<file path="src/rtl/activate_diff_collector.sv">
// Receive side of the activation-derivative stage: takes one z bundle, streams its elements
// to a scalar derivative unit, gathers the results in order and hands the packed dz vector on.
module activate_diff_collector #(
  parameter int unsigned size            = 3,
  parameter int unsigned data_size       = 16,
  parameter int unsigned dense_type_size = 4,
  localparam int unsigned idx_w          = (size > 1) ? $clog2(size) : 1
) (
  input  logic                         clk,
  input  logic                         rst_n,
  input  logic                         in_valid,
  output logic                         in_ready,
  input  logic [dense_type_size-1:0]   dense_type,
  input  logic [data_size*size-1:0]    z,
  input  logic [31:0]                  w_layer_index,
  input  logic [31:0]                  w_row_index,
  input  logic                         is_update,
  output logic                         elem_valid,
  input  logic                         elem_ready,
  output logic [data_size-1:0]         elem_z,
  output logic [dense_type_size-1:0]   elem_dense_type,
  output logic [idx_w-1:0]             elem_index,
  input  logic                         res_valid,
  input  logic [data_size-1:0]         res_data,
  output logic                         out_valid,
  input  logic                         out_ready,
  output logic [data_size*size-1:0]    dz_out,
  output logic [31:0]                  w_layer_index_out,
  output logic [31:0]                  w_row_index_out,
  output logic                         is_update_out,
  output logic                         busy
);

  // Counters carry one extra bit so they can sit at size without wrapping.
  localparam int unsigned cnt_w = idx_w + 1;
  localparam logic [cnt_w-1:0] size_c = cnt_w'(size);

  typedef enum logic [1:0] {StIdle, StRun, StDone} state_e;

  state_e                       state_q;
  logic [data_size*size-1:0]    z_q;
  logic [data_size*size-1:0]    dz_q;
  logic [dense_type_size-1:0]   dense_type_q;
  logic [31:0]                  layer_q;
  logic [31:0]                  row_q;
  logic                         upd_q;
  logic [cnt_w-1:0]             iss_cnt_q;
  logic [cnt_w-1:0]             res_cnt_q;
  logic                         iss_fire;
  logic                         res_take;

  assign iss_fire = (state_q == StRun) && (iss_cnt_q < size_c) && elem_ready;
  assign res_take = (state_q == StRun) && res_valid && (res_cnt_q < size_c);

  always_ff @(posedge clk) begin
    if (!rst_n) begin
      state_q      <= StIdle;
      z_q          <= '0;
      dz_q         <= '0;
      dense_type_q <= '0;
      layer_q      <= '0;
      row_q        <= '0;
      upd_q        <= 1'b0;
      iss_cnt_q    <= '0;
      res_cnt_q    <= '0;
    end else begin
      case (state_q)
        StIdle: begin
          if (in_valid) begin
            z_q          <= z;
            dense_type_q <= dense_type;
            layer_q      <= w_layer_index;
            row_q        <= w_row_index;
            upd_q        <= is_update;
            iss_cnt_q    <= '0;
            res_cnt_q    <= '0;
            state_q      <= StRun;
          end
        end
        StRun: begin
          if (iss_fire) iss_cnt_q <= iss_cnt_q + cnt_w'(1);
          if (res_take) begin
            for (int unsigned i = 0; i < size; i++) begin
              if (res_cnt_q == cnt_w'(i)) dz_q[i*data_size +: data_size] <= res_data;
            end
            res_cnt_q <= res_cnt_q + cnt_w'(1);
            if ((res_cnt_q + cnt_w'(1)) == size_c) state_q <= StDone;
          end
        end
        StDone: begin
          if (out_ready) state_q <= StIdle;
        end
        default: state_q <= StIdle;
      endcase
    end
  end

  assign in_ready          = (state_q == StIdle);
  assign elem_valid        = (state_q == StRun) && (iss_cnt_q < size_c);
  assign out_valid         = (state_q == StDone);
  assign busy              = (state_q != StIdle);
  assign elem_dense_type   = dense_type_q;
  assign elem_index        = elem_valid ? iss_cnt_q[idx_w-1:0] : '0;
  assign dz_out            = dz_q;
  assign w_layer_index_out = layer_q;
  assign w_row_index_out   = row_q;
  assign is_update_out     = upd_q;

  always_comb begin
    elem_z = '0;
    for (int unsigned i = 0; i < size; i++) begin
      if (elem_valid && (iss_cnt_q == cnt_w'(i))) elem_z = z_q[i*data_size +: data_size];
    end
  end

endmodule

</file>
<file path="config.mk">
export PLATFORM = sky130hd
export DESIGN_NAME = activate_diff_collector
export DESIGN_NICKNAME = d
export VERILOG_FILES = /design/src/rtl/activate_diff_collector.sv
export SDC_FILE = /design/constraint.sdc
export NUM_CORES = 1
export LEC_CHECK = 0
export ABC_AREA = 1
export CAP_MARGIN = 0
export CORE_ASPECT_RATIO = 0.9
export CORE_MARGIN = 4
export CORE_UTILIZATION = 35
export DETAILED_ROUTE_END_ITERATION = 10
export GPL_TIMING_DRIVEN = 0
export PLACE_DENSITY = 0.67
export SETUP_SLACK_MARGIN = 0.05
export SLEW_MARGIN = 20
export SYNTH_ARGS = -nofsm -noshare
export SYNTH_HDL_FRONTEND = slang
export SYNTH_SLANG_ARGS = --single-unit
</file>
<file path="constraint.sdc">
create_clock -name clk -period 3.4 [get_ports clk]
set_input_delay 0.85 -clock clk [delete_from_list [all_inputs] [get_ports clk]]
set_output_delay 0.85 -clock clk [all_outputs]
set_load 0.05 [all_outputs]
</file>
==> reports/metrics.cfg, run 1 <==
[outcome]
status = completed

[critical_path]
crit_path_start_kind = register
critPathRequiredTime_ns = 2.55
critPathKind = reg2out
path_max_fanout = 10
end_kind = output pin
cp.arrival_ns = 2.35

[power]
power_density_nw_per_um2 = 531
pwr-share-comb = 0.248
intPower_mw = 3.79
switchingPower_mw = 1.86
clkPwrFrac = 0.351
ir_drop_mv = 0.284
p_sw_frac = 0.329
seqPwrFrac = 0.402
p_leak_nw = 4.17

[yosys]
yosys.cell_types.count = 22
syn_nets = 1081
syn_inst = 933
synth_ff_type = dfxtp_1
yosysWarningCount = 0
syn_area_per_cell_um2 = 7.48
synth.ff_latch_count = 173
synth-edff-count = 0
syn_area_um2 = 6980
yosysSeqAreaShare = 0.496
async_reset_ff_frac = 0

[cts]
cts_buffers = 17
postCtsHoldBufs = 0
clock_latency_ns = 0.43
cts_tree = built
cts-root-buf = clkbuf_16
h-tree-depth = 4
clock_path_buffers = 2
cts_sinks = 173
cts_setup_buffers = 0
clk_pin_slew_worst_paths_ns = 0.07

[layout]
nets = 1376
final_common_cell = clkdlybuf4s50_1
final_cell_mix = 259 x clkdlybuf4s50_1, 225 x nor2_1, 173 x dfxtp_1, 119 x o21ai_0, 113 x nand2_1
stdcell_area_um2 = 10600
syn_to_final_growth_pct = 52.5
num_antenna_cells = 0
drive_above_1_share = 0.0725

[place]
place_area_um2 = 10100
hpwl_um = 18900
routabilityCongestion = 0.883
portBuffers = 277

[global_route]
antenna_found_initial = 0
overflow = 0
use_met3 = 0.0824
track_usage = 0.217
grt_pass1_wl_um = 37900
grt_use_met1 = 0.276
grt_pass1_vias = 7043
grt_max_degree = 17
grt-busiest-layer = met2
grt_use_met2 = 0.348

[die]
die_height_um = 142
num_io_pins = 278
die_area_um2 = 22300
start_util = 0.360
die_w_um = 157
num_rows = 48
coreArea_um2 = 19400

[sta]
slew_violations = 0
tightest_slew_ns = 0.869
period_minus_slack_ns = 3.20
fin_setup_tns_ns = 0
clock_skew_ns = 0.0150
rsz0062_at_grt = yes
fin_crit_sh = 0.941
fmax_mhz = 313
finalSetupViolCount = 0
relSlewSlack = 0.420
whs_ns = 0.456
hold_violations = 0

[detailed_routing]
firstDrtPassIters = 5
drc = 0
routedWlPerCell_um = 16.5
avgViaCountPerCell = 4.86
ant_nets = 0
vias = 7245
initialDrtViolationCount = 457
wl_um = 24600

[job]
drv_cap = 0

[worst_hold_path]
min_path_type = reg2reg

metrics by stage:
step / util / power [mW] / setup WS, ns / instances
finish: 0.549 / 5.65 / 0.200 / 1491
global route: 0.549 / 5.91 / 0.0169 / 1491
CTS: 0.549 / 5.69 / 0.0587 / 1491
detailed placement: 0.519 / 3.72 / 0.111 / 1460
global placement: 0.519 / 3.71 / 0.120 / 1460
floorplan: - / 3.15 / 0.946 / 933
state kept, by name, indices dropped and copies added, names as in the netlist:
register,cells
dz_out,48
elem_dense_type,4
w_row_index_out,32
z_q,48
is_update_out,1
state_q,2
res_cnt_q,3
iss_cnt_q,3
w_layer_index_out,32
routing by layer:
| metal | part of all wire | vias to the layer above | wire, µm |
|---|---|---|---|
| met3 | 0.090 | 28 | 2200 |
| met2 | 0.46 | 259 | 11400 |
| li1 | - | 3665 | - |
| met5 | 0 | - | 0 |
| met4 | 0.016 | 0 | 385 |
| met1 | 0.43 | 3293 | 10600 |
critical path, cell delays in order, from the launching register on:
cell	delay [ns]
dfxtp_1	0.35
inv_1	0.14
ha_1	0.43
buf_1	0.39
nand3_1	0.13
nand2_1	0.11
clkdlybuf4s15_2	0.38
area by class of cell:
type                            count  area, µm²
Multi-Input combinational cell    652       3040
Buffer                             75        362
Timing Repair Buffer              277       2760
Fill cell                        1884       8750
Tap cell                          250        313
Sequential cell                   173       3460
Inverter                           32        120
Clock inverter                     13        156
Clock buffer                       19        433
cells by family after synthesis:
family	Yosys count	share of synthesized area
buffers and inverters	108	0.0692
AOI/OAI and AO/OA	189	0.136
and+or+nand+nor	454	0.283
DFF	173	0.496
adders and majority gates	9	0.0161
final timing paths:
| kind | cells past startpoint | end | slack (ns) | from |
|---|---|---|---|---|
| max reg2reg | 6 | dz_out[46] | 1.60 | res_cnt_q[0] |
| min | 2 | z_q[6] | 0.46 | z_q[6] |
| max | 6 | elem_z[12] | 0.20 | iss_cnt_q[0] |
| min reg2reg | 2 | z_q[6] | 0.46 | z_q[6] |
cells in the mapped netlist (2+ instances only):
cell      number  area share
nor2_1       225        0.12
buf_1          2      0.0011
nand2_1      114       0.061
ha_1           9       0.016
clkbuf_1      41       0.022
buf_2         23       0.016
buf_4          7      0.0075
a21oi_1       70       0.050
inv_1         31       0.017
buf_6          3      0.0048
o21ai_0      119       0.085
nand3_1       54       0.039
nand2_2        3      0.0027
nand3_4        3      0.0075
nand4_1       50       0.045
dfxtp_1      173        0.50
power by group through the flow:
stage          combinational (mW)  sequential (mW)  clock [mW]
2_1_floorplan               0.511             2.64           0
3_3_place_gp                 1.40             2.31           0
3_5_place_dp                 1.41             2.31           0
4_1_cts                      1.41             2.27        2.02
5_1_grt                      1.51             2.29        2.11
6_report                     1.40             2.27        1.98
timing repair:
item,4_1_cts,5_1_grt
pin swaps,0,0
setup endpoints to repair,18,16
gates resized for setup,39,13
Note: power is estimated with default switching activity, not from simulation.
==> inputs of run 2 (changes only) <==
--- a/config.mk
+++ b/config.mk
@@ -9,10 +9,10 @@
 export CAP_MARGIN = 0
 export CORE_ASPECT_RATIO = 0.9
 export CORE_MARGIN = 4
-export CORE_UTILIZATION = 35
+export CORE_UTILIZATION = 45
 export DETAILED_ROUTE_END_ITERATION = 10
 export GPL_TIMING_DRIVEN = 0
-export PLACE_DENSITY = 0.67
+export PLACE_DENSITY_LB_ADDON = 0.2
 export SETUP_SLACK_MARGIN = 0.05
 export SLEW_MARGIN = 20
 export SYNTH_ARGS = -nofsm -noshare
==> run 2 against run 1 <==
Against the previous run: cell count decreased by 3.6%; hold slack better by 0.0027 ns; combinational power is essentially flat; fmax increased by 1.3%; non-clock buffer count down 1; total power increased by 1.6%; sequential power about the same; sequential cell count unchanged; largest cell class unchanged; largest power group unchanged.
==> reports/metrics.cfg, run 2 (same netlist as run 1, synthesis figures left out) <==
[outcome]
status = completed

[layout]
nets = 1375
layout.cells.non_filler = 1437
final_common_cell = clkdlybuf4s50_1
stdcell_area_um2 = 10600
seq_area_um2 = 3460
fillCellCount = 1290
final_cell_mix = 259 x clkdlybuf4s50_1, 225 x nor2_1, 173 x dfxtp_1, 119 x o21ai_0, 113 x nand2_1
multi_input_area_um2 = 3040
drive_above_1_share = 0.0726
num_antenna_cells = 0
syn_to_final_growth_pct = 52.1

[critical_path]
cp_slowest_stage_delay_ns = 0.53
critPathRequiredTime_ns = 2.55
cp.arrival_ns = 2.31
crit_path_start_kind = register
critPathTopFamily = buffers and inverters
cp_cell_sequence = inv_1, ha_1, clkbuf_1, nand3_1, nand2_1, nand2_1, nand2_1, dlygate4sd2_1
end_kind = output pin
cp.buffers_inverters = 3
crit_path_frequent_cell = nand2_1
crit_slowest_cell = dlygate4sd2_1
critPathKind = reg2out
path_max_fanout = 10

[cts]
cts_sinks = 173
cts-root-buf = clkbuf_16
cts_buffers = 17
cts.repair.resized = 38
clock_latency_ns = 0.43
clock_path_buffers = 2
h-tree-depth = 4
clk_pin_slew_worst_paths_ns = 0.06
postCtsHoldBufs = 0
cts_setup_buffers = 0
cts_tree = built

[power]
p_total_mw = 5.74
ir_drop_mv = 0.376
power_density_nw_per_um2 = 541
p_leak_nw = 4.18

[die]
die_area_um2 = 17600
die_w_um = 139
num_rows = 42
die_height_um = 126
num_io_pins = 278
start_util = 0.466
coreArea_um2 = 15000

[sta]
clock_skew_ns = 0.00990
hold_violations = 0
fmax_mhz = 317
rsz0062_at_grt = no
slew_violations = 0
whs_ns = 0.459
period_minus_slack_ns = 3.16
relSlewSlack = 0.443
fin_crit_sh = 0.929
tightest_slew_ns = 0.836
fin_setup_tns_ns = 0
finalSetupViolCount = 0

[global_route]
grt_pass1_vias = 6750
antenna_found_initial = 0
grt_pass1_wl_um = 35300
overflow = 0
track_usage = 0.251
grt_max_degree = 17

[place]
portBuffers = 277
dp_cells = 1408
routabilityCongestion = 0.938
place_area_um2 = 10000
hpwl_um = 17500

[detailed_routing]
vias = 7253
wl_um = 22800
initialDrtViolationCount = 561
avgViaCountPerCell = 5.05
drc = 0
firstDrtPassIters = 5
routedWlPerCell_um = 15.9
ant_nets = 0

[worst_hold_path]
min_path_type = reg2reg

[job]
drv_cap = 0

-- run 2: tightest hold or removal path: cells and delay by family, from the launching register on --
family                 cells  cell delay, ns
AO/OA/AOI/OAI              1            0.06
flip-flops                 1            0.29
buffers and inverters      1            0.06
-- run 2: worst paths after layout --
path | start | end | slack, ns | cells after the start
worst max-delay path | iss_cnt_q[1] | elem_z[0] | 0.24 | 8
worst min-delay path | z_q[6] | z_q[6] | 0.46 | 2
worst max register to register | res_cnt_q[0] | dz_out[46] | 1.61 | 6
worst min register to register | z_q[6] | z_q[6] | 0.46 | 2
-- run 2: per-stage QoR --
stage,setup WS [ns],util
2_1_floorplan,0.946,-
5_1_grt,0.0603,0.709
3_5_place_dp,0.129,0.668
4_1_cts,0.0821,0.710
6_report,0.241,0.709
3_3_place_gp,0.120,0.668
-- run 2: power by group --
group / internal (mW) / total, mW / leakage [nW] / switching, mW
Sequential: 2.19 / 2.27 / 1.42 / 0.0807
Combinational: 0.499 / 1.39 / 2.46 / 0.887
Clock: 1.26 / 2.08 / 0.297 / 0.828
Total: 3.94 / 5.74 / 4.18 / 1.80
-- run 2: area by class of cell --
type,instances,share of cell area
Buffer,74,0.0337
Clock buffer,19,0.0417
Clock inverter,12,0.0176
Inverter,32,0.0113
Multi-Input combinational cell,652,0.286
Sequential cell,173,0.326
Tap cell,198,0.0233
Timing Repair Buffer,277,0.260
-- run 2: routing by layer --
layer	wire length, µm	vias up	track usage
li1	-	3664	-
met1	9340	3271	0.307
met2	10700	273	0.408
met3	2100	45	0.0883
met4	713	0	0.0949
met5	0	-	0
